<file path="config.mk">
export PLATFORM = sky130hd
export DESIGN_NAME = lsu_sram_master_flat
export DESIGN_NICKNAME = d
export VERILOG_FILES = /design/src/rtl/lsu_sram_master_if.sv /design/src/rtl/lsu_sram_master.sv /design/src/flat_wrapper.sv
export SDC_FILE = /design/constraint.sdc
export NUM_CORES = 1
export LEC_CHECK = 0
export CORE_MARGIN = 1.5
export CORE_UTILIZATION = 40
export DETAILED_ROUTE_END_ITERATION = 6
export PLACE_DENSITY_LB_ADDON = 0.25
export SETUP_SLACK_MARGIN = 0.5
export SLEW_MARGIN = 20
export SYNTH_ARGS = -nofsm -noshare
export SYNTH_HDL_FRONTEND = slang
export SYNTH_SLANG_ARGS = --single-unit
</file>
<file path="constraint.sdc">
create_clock -name clk -period 2.1 [get_ports clk]
set_clock_uncertainty 0.05 [all_clocks]
set_input_delay 0.21 -clock clk [delete_from_list [all_inputs] [get_ports clk]]
set_output_delay 0.21 -clock clk [all_outputs]
set_load 0.01 [all_outputs]
</file>
<file path="src/rtl/lsu_sram_master_if.sv">
// -----------------------------------------------------------------------------
// lsu_sram_master_if
// Purpose : bundles the CPU request/response handshakes and the data SRAM port
//           used by the load/store unit.
// Signals :
//   req_valid/req_ready              CPU request handshake
//   req_funct3, req_store            RV32 access type (load/store, width, sign)
//   req_addr, req_wdata              byte address, LSB-aligned store data
//   resp_valid/resp_ready            response handshake
//   resp_rdata, resp_fault           extended load data, access-rejected flag
//   mem_w_en, mem_address,
//   mem_write_data, mem_read_data    SRAM byte-enable, address, data lines
// Modports:
//   master : the LSU (drives req_ready, resp_*, mem_* outputs)
//   slave  : the environment (CPU request/response side plus the SRAM)
// -----------------------------------------------------------------------------
interface lsu_sram_master_if #(
    parameter int unsigned ADDR_W = 16
) ();
    logic              req_valid;
    logic              req_ready;
    logic [2:0]        req_funct3;
    logic              req_store;
    logic [31:0]       req_addr;
    logic [31:0]       req_wdata;
    logic              resp_valid;
    logic              resp_ready;
    logic [31:0]       resp_rdata;
    logic              resp_fault;
    logic [3:0]        mem_w_en;
    logic [ADDR_W-1:0] mem_address;
    logic [31:0]       mem_write_data;
    logic [31:0]       mem_read_data;

    modport master (
        input  req_valid, req_funct3, req_store, req_addr, req_wdata,
        input  resp_ready, mem_read_data,
        output req_ready, resp_valid, resp_rdata, resp_fault,
        output mem_w_en, mem_address, mem_write_data
    );

    modport slave (
        output req_valid, req_funct3, req_store, req_addr, req_wdata,
        output resp_ready, mem_read_data,
        input  req_ready, resp_valid, resp_rdata, resp_fault,
        input  mem_w_en, mem_address, mem_write_data
    );
endinterface

</file>
<file path="src/rtl/lsu_sram_master.sv">
// -----------------------------------------------------------------------------
// lsu_sram_master
// Purpose : initiator side of the byte-addressed data SRAM. Accepts one CPU
//           load/store at a time, performs a single-cycle SRAM access, aligns
//           and extends load data, and returns a response. Illegal accesses
//           (bad funct3 or out of the 2^ADDR_W byte range) are reported as
//           faults and never touch memory.
// Ports   :
//   clk  - system clock, rising edge
//   rst  - synchronous active-high reset
//   bus  - lsu_sram_master_if.master (CPU request/response + SRAM port)
// Flow    : IDLE -(accept)-> ACCESS (1 cycle) -> RESP -(resp_ready)-> IDLE
// -----------------------------------------------------------------------------
module lsu_sram_master #(
    parameter int unsigned ADDR_W = 16
) (
    input  logic                 clk,
    input  logic                 rst,
    lsu_sram_master_if.master    bus
);

    typedef enum logic [1:0] {StIdle, StAccess, StResp} state_e;

    state_e            r_state;
    logic [2:0]        r_funct3;
    logic              r_store;
    logic              r_fault;
    logic              r_req_ready;
    logic              r_resp_valid;
    logic [31:0]       r_resp_rdata;
    logic              r_resp_fault;
    logic [3:0]        r_mem_w_en;
    logic [ADDR_W-1:0] r_mem_address;
    logic [31:0]       r_mem_write_data;

    logic [1:0]        w_size_m1;
    logic              w_legal;
    logic [ADDR_W:0]   w_last;
    logic              w_high;
    logic              w_fault;
    logic [3:0]        w_mask;
    logic [31:0]       w_load_data;

    // Request decode, evaluated on the live request while in IDLE.
    always_comb begin
        w_size_m1 = 2'd0;
        unique case (bus.req_funct3[1:0])
            2'b00:   w_size_m1 = 2'd0;
            2'b01:   w_size_m1 = 2'd1;
            default: w_size_m1 = 2'd3;
        endcase

        if (bus.req_store) begin
            w_legal = bus.req_funct3 inside {3'b000, 3'b001, 3'b010};
        end else begin
            w_legal = bus.req_funct3 inside {3'b000, 3'b001, 3'b010, 3'b100, 3'b101};
        end

        // Carry out of the extra top bit means the access runs past the last byte.
        w_last  = {1'b0, bus.req_addr[ADDR_W-1:0]} + {{(ADDR_W-1){1'b0}}, w_size_m1};
        w_high  = (bus.req_addr >> ADDR_W) != 32'd0;
        w_fault = !w_legal || w_high || w_last[ADDR_W];

        w_mask = 4'b0000;
        if (bus.req_store && !w_fault) begin
            unique case (bus.req_funct3)
                3'b000:  w_mask = 4'b0001;
                3'b001:  w_mask = 4'b0011;
                3'b010:  w_mask = 4'b1111;
                default: w_mask = 4'b0000;
            endcase
        end
    end

    // Load alignment/extension from the latched op, applied at the end of ACCESS.
    always_comb begin
        w_load_data = 32'd0;
        unique case (r_funct3)
            3'b000:  w_load_data = {{24{bus.mem_read_data[7]}}, bus.mem_read_data[7:0]};
            3'b100:  w_load_data = {24'd0, bus.mem_read_data[7:0]};
            3'b001:  w_load_data = {{16{bus.mem_read_data[15]}}, bus.mem_read_data[15:0]};
            3'b101:  w_load_data = {16'd0, bus.mem_read_data[15:0]};
            3'b010:  w_load_data = bus.mem_read_data;
            default: w_load_data = 32'd0;
        endcase
    end

    always_ff @(posedge clk) begin
        if (rst) begin
            r_state          <= StIdle;
            r_funct3         <= 3'd0;
            r_store          <= 1'b0;
            r_fault          <= 1'b0;
            r_req_ready      <= 1'b1;
            r_resp_valid     <= 1'b0;
            r_resp_rdata     <= 32'd0;
            r_resp_fault     <= 1'b0;
            r_mem_w_en       <= 4'b0000;
            r_mem_address    <= '0;
            r_mem_write_data <= 32'd0;
        end else begin
            unique case (r_state)
                StIdle: begin
                    if (bus.req_valid && r_req_ready) begin
                        r_funct3         <= bus.req_funct3;
                        r_store          <= bus.req_store;
                        r_fault          <= w_fault;
                        r_mem_address    <= bus.req_addr[ADDR_W-1:0];
                        r_mem_write_data <= bus.req_wdata;
                        r_mem_w_en       <= w_mask;
                        r_req_ready      <= 1'b0;
                        r_state          <= StAccess;
                    end
                end
                StAccess: begin
                    // The SRAM commits the store on this edge; drop the mask after it.
                    r_mem_w_en   <= 4'b0000;
                    r_resp_rdata <= (r_store || r_fault) ? 32'd0 : w_load_data;
                    r_resp_fault <= r_fault;
                    r_resp_valid <= 1'b1;
                    r_state      <= StResp;
                end
                StResp: begin
                    if (bus.resp_ready) begin
                        r_resp_valid <= 1'b0;
                        r_req_ready  <= 1'b1;
                        r_state      <= StIdle;
                    end
                end
                default: begin
                    r_state <= StIdle;
                end
            endcase
        end
    end

    assign bus.req_ready      = r_req_ready;
    assign bus.resp_valid     = r_resp_valid;
    assign bus.resp_rdata     = r_resp_rdata;
    assign bus.resp_fault     = r_resp_fault;
    assign bus.mem_w_en       = r_mem_w_en;
    assign bus.mem_address    = r_mem_address;
    assign bus.mem_write_data = r_mem_write_data;

endmodule

</file>
<file path="src/flat_wrapper.sv">
// flat-port wrapper written by rule: the top's interface ports become plain ports
module lsu_sram_master_flat 
#(
    parameter int unsigned ADDR_W = 16
)
  (clk, rst, bus_req_valid, bus_req_funct3, bus_req_store, bus_req_addr, bus_req_wdata, bus_resp_ready, bus_mem_read_data, bus_req_ready, bus_resp_valid, bus_resp_rdata, bus_resp_fault, bus_mem_w_en, bus_mem_address, bus_mem_write_data);
  lsu_sram_master_if #(.ADDR_W(ADDR_W)) bus_i ();
  input  logic clk;
  input  logic rst;
  input wire logic [$bits(bus_i.req_valid)-1:0] bus_req_valid;
  input wire logic [$bits(bus_i.req_funct3)-1:0] bus_req_funct3;
  input wire logic [$bits(bus_i.req_store)-1:0] bus_req_store;
  input wire logic [$bits(bus_i.req_addr)-1:0] bus_req_addr;
  input wire logic [$bits(bus_i.req_wdata)-1:0] bus_req_wdata;
  input wire logic [$bits(bus_i.resp_ready)-1:0] bus_resp_ready;
  input wire logic [$bits(bus_i.mem_read_data)-1:0] bus_mem_read_data;
  output wire logic [$bits(bus_i.req_ready)-1:0] bus_req_ready;
  output wire logic [$bits(bus_i.resp_valid)-1:0] bus_resp_valid;
  output wire logic [$bits(bus_i.resp_rdata)-1:0] bus_resp_rdata;
  output wire logic [$bits(bus_i.resp_fault)-1:0] bus_resp_fault;
  output wire logic [$bits(bus_i.mem_w_en)-1:0] bus_mem_w_en;
  output wire logic [$bits(bus_i.mem_address)-1:0] bus_mem_address;
  output wire logic [$bits(bus_i.mem_write_data)-1:0] bus_mem_write_data;
  assign bus_i.req_valid = bus_req_valid;
  assign bus_i.req_funct3 = bus_req_funct3;
  assign bus_i.req_store = bus_req_store;
  assign bus_i.req_addr = bus_req_addr;
  assign bus_i.req_wdata = bus_req_wdata;
  assign bus_i.resp_ready = bus_resp_ready;
  assign bus_i.mem_read_data = bus_mem_read_data;
  assign bus_req_ready = bus_i.req_ready;
  assign bus_resp_valid = bus_i.resp_valid;
  assign bus_resp_rdata = bus_i.resp_rdata;
  assign bus_resp_fault = bus_i.resp_fault;
  assign bus_mem_w_en = bus_i.mem_w_en;
  assign bus_mem_address = bus_i.mem_address;
  assign bus_mem_write_data = bus_i.mem_write_data;
  lsu_sram_master #(.ADDR_W(ADDR_W)) u_core (.clk(clk), .rst(rst), .bus(bus_i));
endmodule
</file>
Yosys cells after proc, flatten, opt, wreduce, memory -nomap -nowiden

Index checks and enable logic that the tools add are counted.

Bits in registers: 94
Latch bits: 0
Memory bits (writable): 0
Memories kept: 0
ROM bits: 0

Reduce and logical (&&, ||, !) cells: 22
Bitwise logic cells: 0
$lt $le $gt $ge: 0
Eq/ne operators: 13
Add/sub/neg operators: 1
$mul: 0
Shift operators: 0
Multiplexer cells: 16
Divide/modulo/power cells: 0

Operators with widths:

| kind                                                | count |
|---|---|
| one-hot mux 32 bit (5 select lines)                 | 1 |
| 2-to-1 mux 32 bit                                   | 1 |
| nonzero test 32 bit                                 | 1 |
| adder 16 x 2 -> 17 bit                              | 1 |
| equality test 3 bit, second input constant          | 4 |
| one-hot mux 4 bit (3 select lines)                  | 1 |
| 2-to-1 mux 4 bit                                    | 2 |
| one-hot mux 4 bit (2 select lines)                  | 1 |
| AND reduction 2 bit                                 | 4 |
| equality test 3 x 1 -> 1 bit, second input constant | 2 |
| equality test 3 x 2 -> 1 bit, second input constant | 2 |
| zero test 3 bit                                     | 2 |
| one-hot mux 2 bit (3 select lines)                  | 1 |
| nonzero test 2 bit                                  | 3 |
| nonzero test 5 bit                                  | 1 |
| equality test 2 x 1 -> 1 bit, second input constant | 2 |
| zero test 2 bit                                     | 2 |
| 2-to-1 mux 1 bit                                    | 4 |
| 2-to-1 mux 2 bit                                    | 2 |
| one-hot mux 1 bit (2 select lines)                  | 2 |
| one-hot mux 2 bit (2 select lines)                  | 1 |
| logical OR 1 bit                                    | 3 |
| AND reduction 3 bit                                 | 1 |
| nonzero test 3 bit                                  | 1 |
| other kinds (5)                                     | 7 |

Depth between registers and ports, before layout

Depth after elaboration: 11
Gate-level depth with buffers: 7
Depth with buffers taken out: 5

Worst setup path after synthesis

No wires, ideal clock.

Kind: register -> register
From: reg u_core.r_funct3[0]
To: reg u_core.r_resp_rdata[21], in the netlist u_core.bus.resp_rdata[21]
Path buffers: 2
Slack: 384 ps
Cell stages (with the launch flop): 7
Required time: 1979 ps
Arrival: 1596 ps
Cells stage by stage: dfxtp_1 -> or2_1 -> buf_6 -> a2111o_1 -> buf_6 -> a21o_1 -> a21oi_2

Longest elaborated chain between the ends: 3
Elaborated cells between the ends (all ways): 7
Those cells by class: eq/ne: 4; mux: 2; reduce/logical: 1

Ends and longest elaborated chain:

| element                                                    | RTL line               | text |
|---|---|---|
| start, declared                                            | lsu_sram_master.sv:25  | `logic [2:0] r_funct3;` |
| start signal, assigned                                     | lsu_sram_master.sv:105 | `r_funct3 <= bus.req_funct3;` |
| equality test 3 x 2 -> 1 bit, or another cell as far along | lsu_sram_master.sv:78  | `unique case (r_funct3)` |
| one-hot mux 32 bit (5 select lines) (*)                    | lsu_sram_master.sv:78  |  |
| 2-to-1 mux 32 bit (*)                                      | lsu_sram_master.sv:118 | `r_resp_rdata <= (r_store \|\| r_fault) ? 32'd0 : w_load_data;` |
| end signal, assigned                                       | lsu_sram_master.sv:118 |  |
| end, declared                                              | lsu_sram_master.sv:30  | `logic [31:0] r_resp_rdata;` |

Every way passes the cells marked *; elsewhere a longest branch is shown, timed or not.
A chain may end at the register's enable or synchronous reset.

Worst setup path after layout

From: reg u_core.r_funct3[0]
To: reg u_core.r_resp_rdata[19], in the netlist u_core.bus.resp_rdata[19]

Same word-level chain as after synthesis.

==> flow_summary_export.csv <==
group,metric,value,unit
status,run_status,"finished clean",
yosys,synth_enable_flop_cells,0,
clock_network,worst_setup_hold_path_clk_slew,0.09,ns
yosys,netlist_area,3726,um2
die,row_count,35,
worst_setup_path,cp_num_buf_inv,1,
clock_network,hold_buffers_post_cts,0,
power,p_per_area,681.6,nW/um2
cells_and_area,antenna_cells,0,
worst_setup_path,worst_r2r_endpoint,"u_core.bus.resp_rdata[19]",
worst_setup_path,timing.critical_path.slowest_cell_delay,0.51,ns
worst_setup_path,worst-path-max-fanout,8,
sta,slew_viol_final,0,
clock_network,worstSkewPairLatency,0.35,ns
cells_and_area,final_layout_size_suffix_gt1_frac,0.1293,
yosys,syn-num-nets,554,
yosys,synth.avg_cell_area,8.299,um2
sta,finalCritPeriodShare,0.7827,
drt,vias_per_cell,5.065,
sta,tightestPinTransition,0.6794,ns
worst_setup_path,start_kind,"register",
worst_setup_path,worst_path_slowest_cell,"a2111o_2",
worst_setup_path,setup.reg_to_reg.worst_slack,0.46,ns
cells_and_area,area_growth,66.66,%
flow_run,max_cap_violations,0,
worst_setup_path,cp.arrival,1.88,ns
cells_and_area,final_core_utilization,0.6785,
global_route,grt_antenna_before_repair,0,
placed_design,port-buffer-count,190,
worst_setup_path,worst_path_dominant_cell_family,"compound AO/OA/AOI/OAI gates",
global_route,pin_count_of_the_biggest_net_entering_global_routing,61,
clock_network,clock_tree.htree_level_count,3,
placed_design,place_congestion,0.7989,
worst_setup_path,crit_path_end_kind,"register",
worst_setup_path,path_cells,"or2_4 -> buf_6 -> a2111o_2 -> a21o_1 -> a21oi_1",
yosys,synth_top_cell_by_area,"dfxtp_1",
yosys,synth.distinct_cells,38,
placed_design,dp_hpwl,8013,um
die,die-area,9903,um2
yosys,yosysWarningCount,0,
die,floorplan.io_pins,191,
sta,rsz0062_at_grt,"yes",
drt,first_iter_violations,103,
hold_path,min_path_type,"input port to register",
cells_and_area,nets,742,
clock_network,tritoncts_num_sinks,93,
yosys,syn_inst,449,
drt,final_antenna_net_count,0,
die,die-width,99.52,um
sta,final-setup-viol-count,0,
die,core,9153,um2
worst_setup_path,timing.reg2reg.worst_path_depth,5,
die,die-height,99.52,um
yosys,synth_top_cell_area_share,0.4997,
global_route,globalRouteOverflowTotal,0,
sta,slew_headroom,0.5471,
drt,drc_errors,0,
worst_setup_path,worstReg2RegStart,"u_core.r_funct3[0]",
sta,maxClockFrequency,0.6084,GHz
yosys,postSynth.topFlopCell,"dfxtp_1",
sta,setup_total_negative_slack,0,ns
power,p_leak,2.195,nW
clock_network,cts_root_cell,"clkbuf_8",
yosys,proportion_of_synthesized_flip_flops_having_asynchronous_set_or_reset,0,
cells_and_area,final_cell_mix,"clkdlybuf4s50_1 (188), nand2_1 (141), dfxtp_1 (88)",
cells_and_area,most_common_cell_after_layout_fill_and_taps_aside,"clkdlybuf4s50_1",
power,finalPower,4.232,mW
yosys,synth_sequential_area_ratio,0.4997,
drt,vias,3814,
hold_path,worstHoldPathCells,4,
yosys,flop_and_latch_count_out_of_synthesis,93,
die,initial_utilization,0.4071,
global_route,grt_pass1_vias,3714,
drt,dr.pass1.iters,4,
clock_network,cts-buffers-inserted,9,
drt,post_drt_wl_per_cell,15.29,um
hold_path,worst_hold_startpoint,"bus_req_valid",
worst_setup_path,path_class,"register to register",
clock_network,clk_path_buf_depth,2,
worst_setup_path,required,2.34,ns
drt,detail_route.wirelength,11520,um
yosys,synthTopCellsByArea,"dfxtp_1 (50%), nand2_1 (14%), a21oi_1 (8.3%)",
global_route,gr-usage-all-layers,0.2303,
hold_path,worstHoldEndpoint,"u_core.bus.req_ready",
power,vdd_ir_drop_max,0.0004041,V
global_route,grt_pass1_wl,18150,um
sta,layout_min_cycle_time,1.644,ns
clock_network,cts_tree,"yes",
sta,timing_hold_violations_final,0,
## cells by family after synthesis
| family | count (synthesis) | share of synthesized area |
|---|---|---|
| AND/OR/NAND/NOR | 182 | 0.2015 |
| AO/OA/AOI/OAI | 124 | 0.2233 |
| buffers and inverters | 39 | 0.04567 |
| XOR/XNOR | 1 | 0.002351 |
| flip-flops | 93 | 0.4997 |
| multiplexers | 9 | 0.02418 |
| adder cells (fa/ha/maj) | 1 | 0.003357 |
## worst register-to-register path: cells and delay by family, from the launching register on
family                 cells  cell delay, ns
buffers and inverters      1            0.12
and+or+nand+nor            1            0.24
AOI/OAI and AO/OA          3            0.82
DFF                        1            0.35
## what timing repair did
action / 4_1_cts / 5_1_grt
pin swaps: 8 / 9
buffers inserted: 5 / 1
resized for setup: 28 / 7
endpoints found under the setup margin: 35 / 59
cloned: 2 / 1
## cell type report
| class | count | area [um2] |
|---|---|---|
| multi-input cells | 318 | 1836 |
| well taps | 111 | 138.9 |
| clock buffers | 10 | 137.6 |
| inverters | 2 | 7.507 |
| flip-flops and latches | 93 | 1873 |
| clock inverters | 6 | 93.84 |
| repair buffers | 213 | 2123 |
| fillers | 750 | 2943 |
## layer usage
layer	vias up	wire length, um	track usage	share of wire
met1	1769	4565	0.2576	0.40
met3	15	840	0.06887	0.073
li1	1903	-	-	-
met5	-	0	0	0
met4	0	199	0.08017	0.017
met2	127	5910	0.4152	0.51
## flip-flops by register name, indices dropped and copies added, names as in the netlist
name,flops
u_core.bus.mem_w_en,3
u_core.bus.resp_rdata,32
u_core.bus.mem_address,16
u_core.bus.resp_valid,1
u_core.bus.req_ready,1
u_core.r_state,2
u_core.bus.resp_fault,1
u_core.r_fault,1
u_core.r_store,1
u_core.bus.mem_write_data,32
u_core.r_funct3,3
## power by group
| group | total (mW) | internal [mW] | switching [mW] |
|---|---|---|---|
| logic | 0.926 | 0.511 | 0.415 |
| registers | 1.93 | 1.87 | 0.0653 |
| clock network | 1.37 | 0.716 | 0.657 |
## worst max path at each step
| stage | from | endpoint | slack, ns | cells after the start |
|---|---|---|---|---|
| after detailed placement | bus_req_valid | u_core.bus.mem_w_en[2] | 0.06 | 5 |
| after global routing | u_core.r_state[0] | u_core.bus.mem_w_en[2] | 0.37 | 4 |
| final | u_core.r_funct3[0] | u_core.bus.resp_rdata[19] | 0.46 | 5 |
| after global placement | bus_req_valid | u_core.bus.mem_w_en[2] | 0.11 | 5 |
| after floorplan | u_core.r_funct3[0] | u_core.bus.resp_rdata[21] | 0.44 | 6 |
| after CTS | u_core.r_state[0] | u_core.bus.mem_w_en[2] | 0.40 | 4 |
## metrics by stage
stage	setup slack (ns)	hold WS (ns)	std cells	cell area [um2]
floorplan	0.4438	0.2777	449	3745
global route	0.3740	0.2753	753	6210
CTS	0.3974	0.2470	751	6155
global placement	0.1098	0.3868	728	5757
detailed placement	0.06187	0.3946	728	5757
finish	0.4564	0.2465	753	6210
## cells in the mapped netlist (all sizes together), types with 2 or more instances
cell type	n
nand2	141
dfxtp	93
a21oi	72
clkbuf	25
nor2	20
a21o	17
a22oi	16
buf	12
mux2i	9
o2bb2ai	8
nor4	5
nand4	4
nand2b	3
a2111oi	2
a211oi	2
inv	2
or3b	2
(Power assumes the default switching activity.)
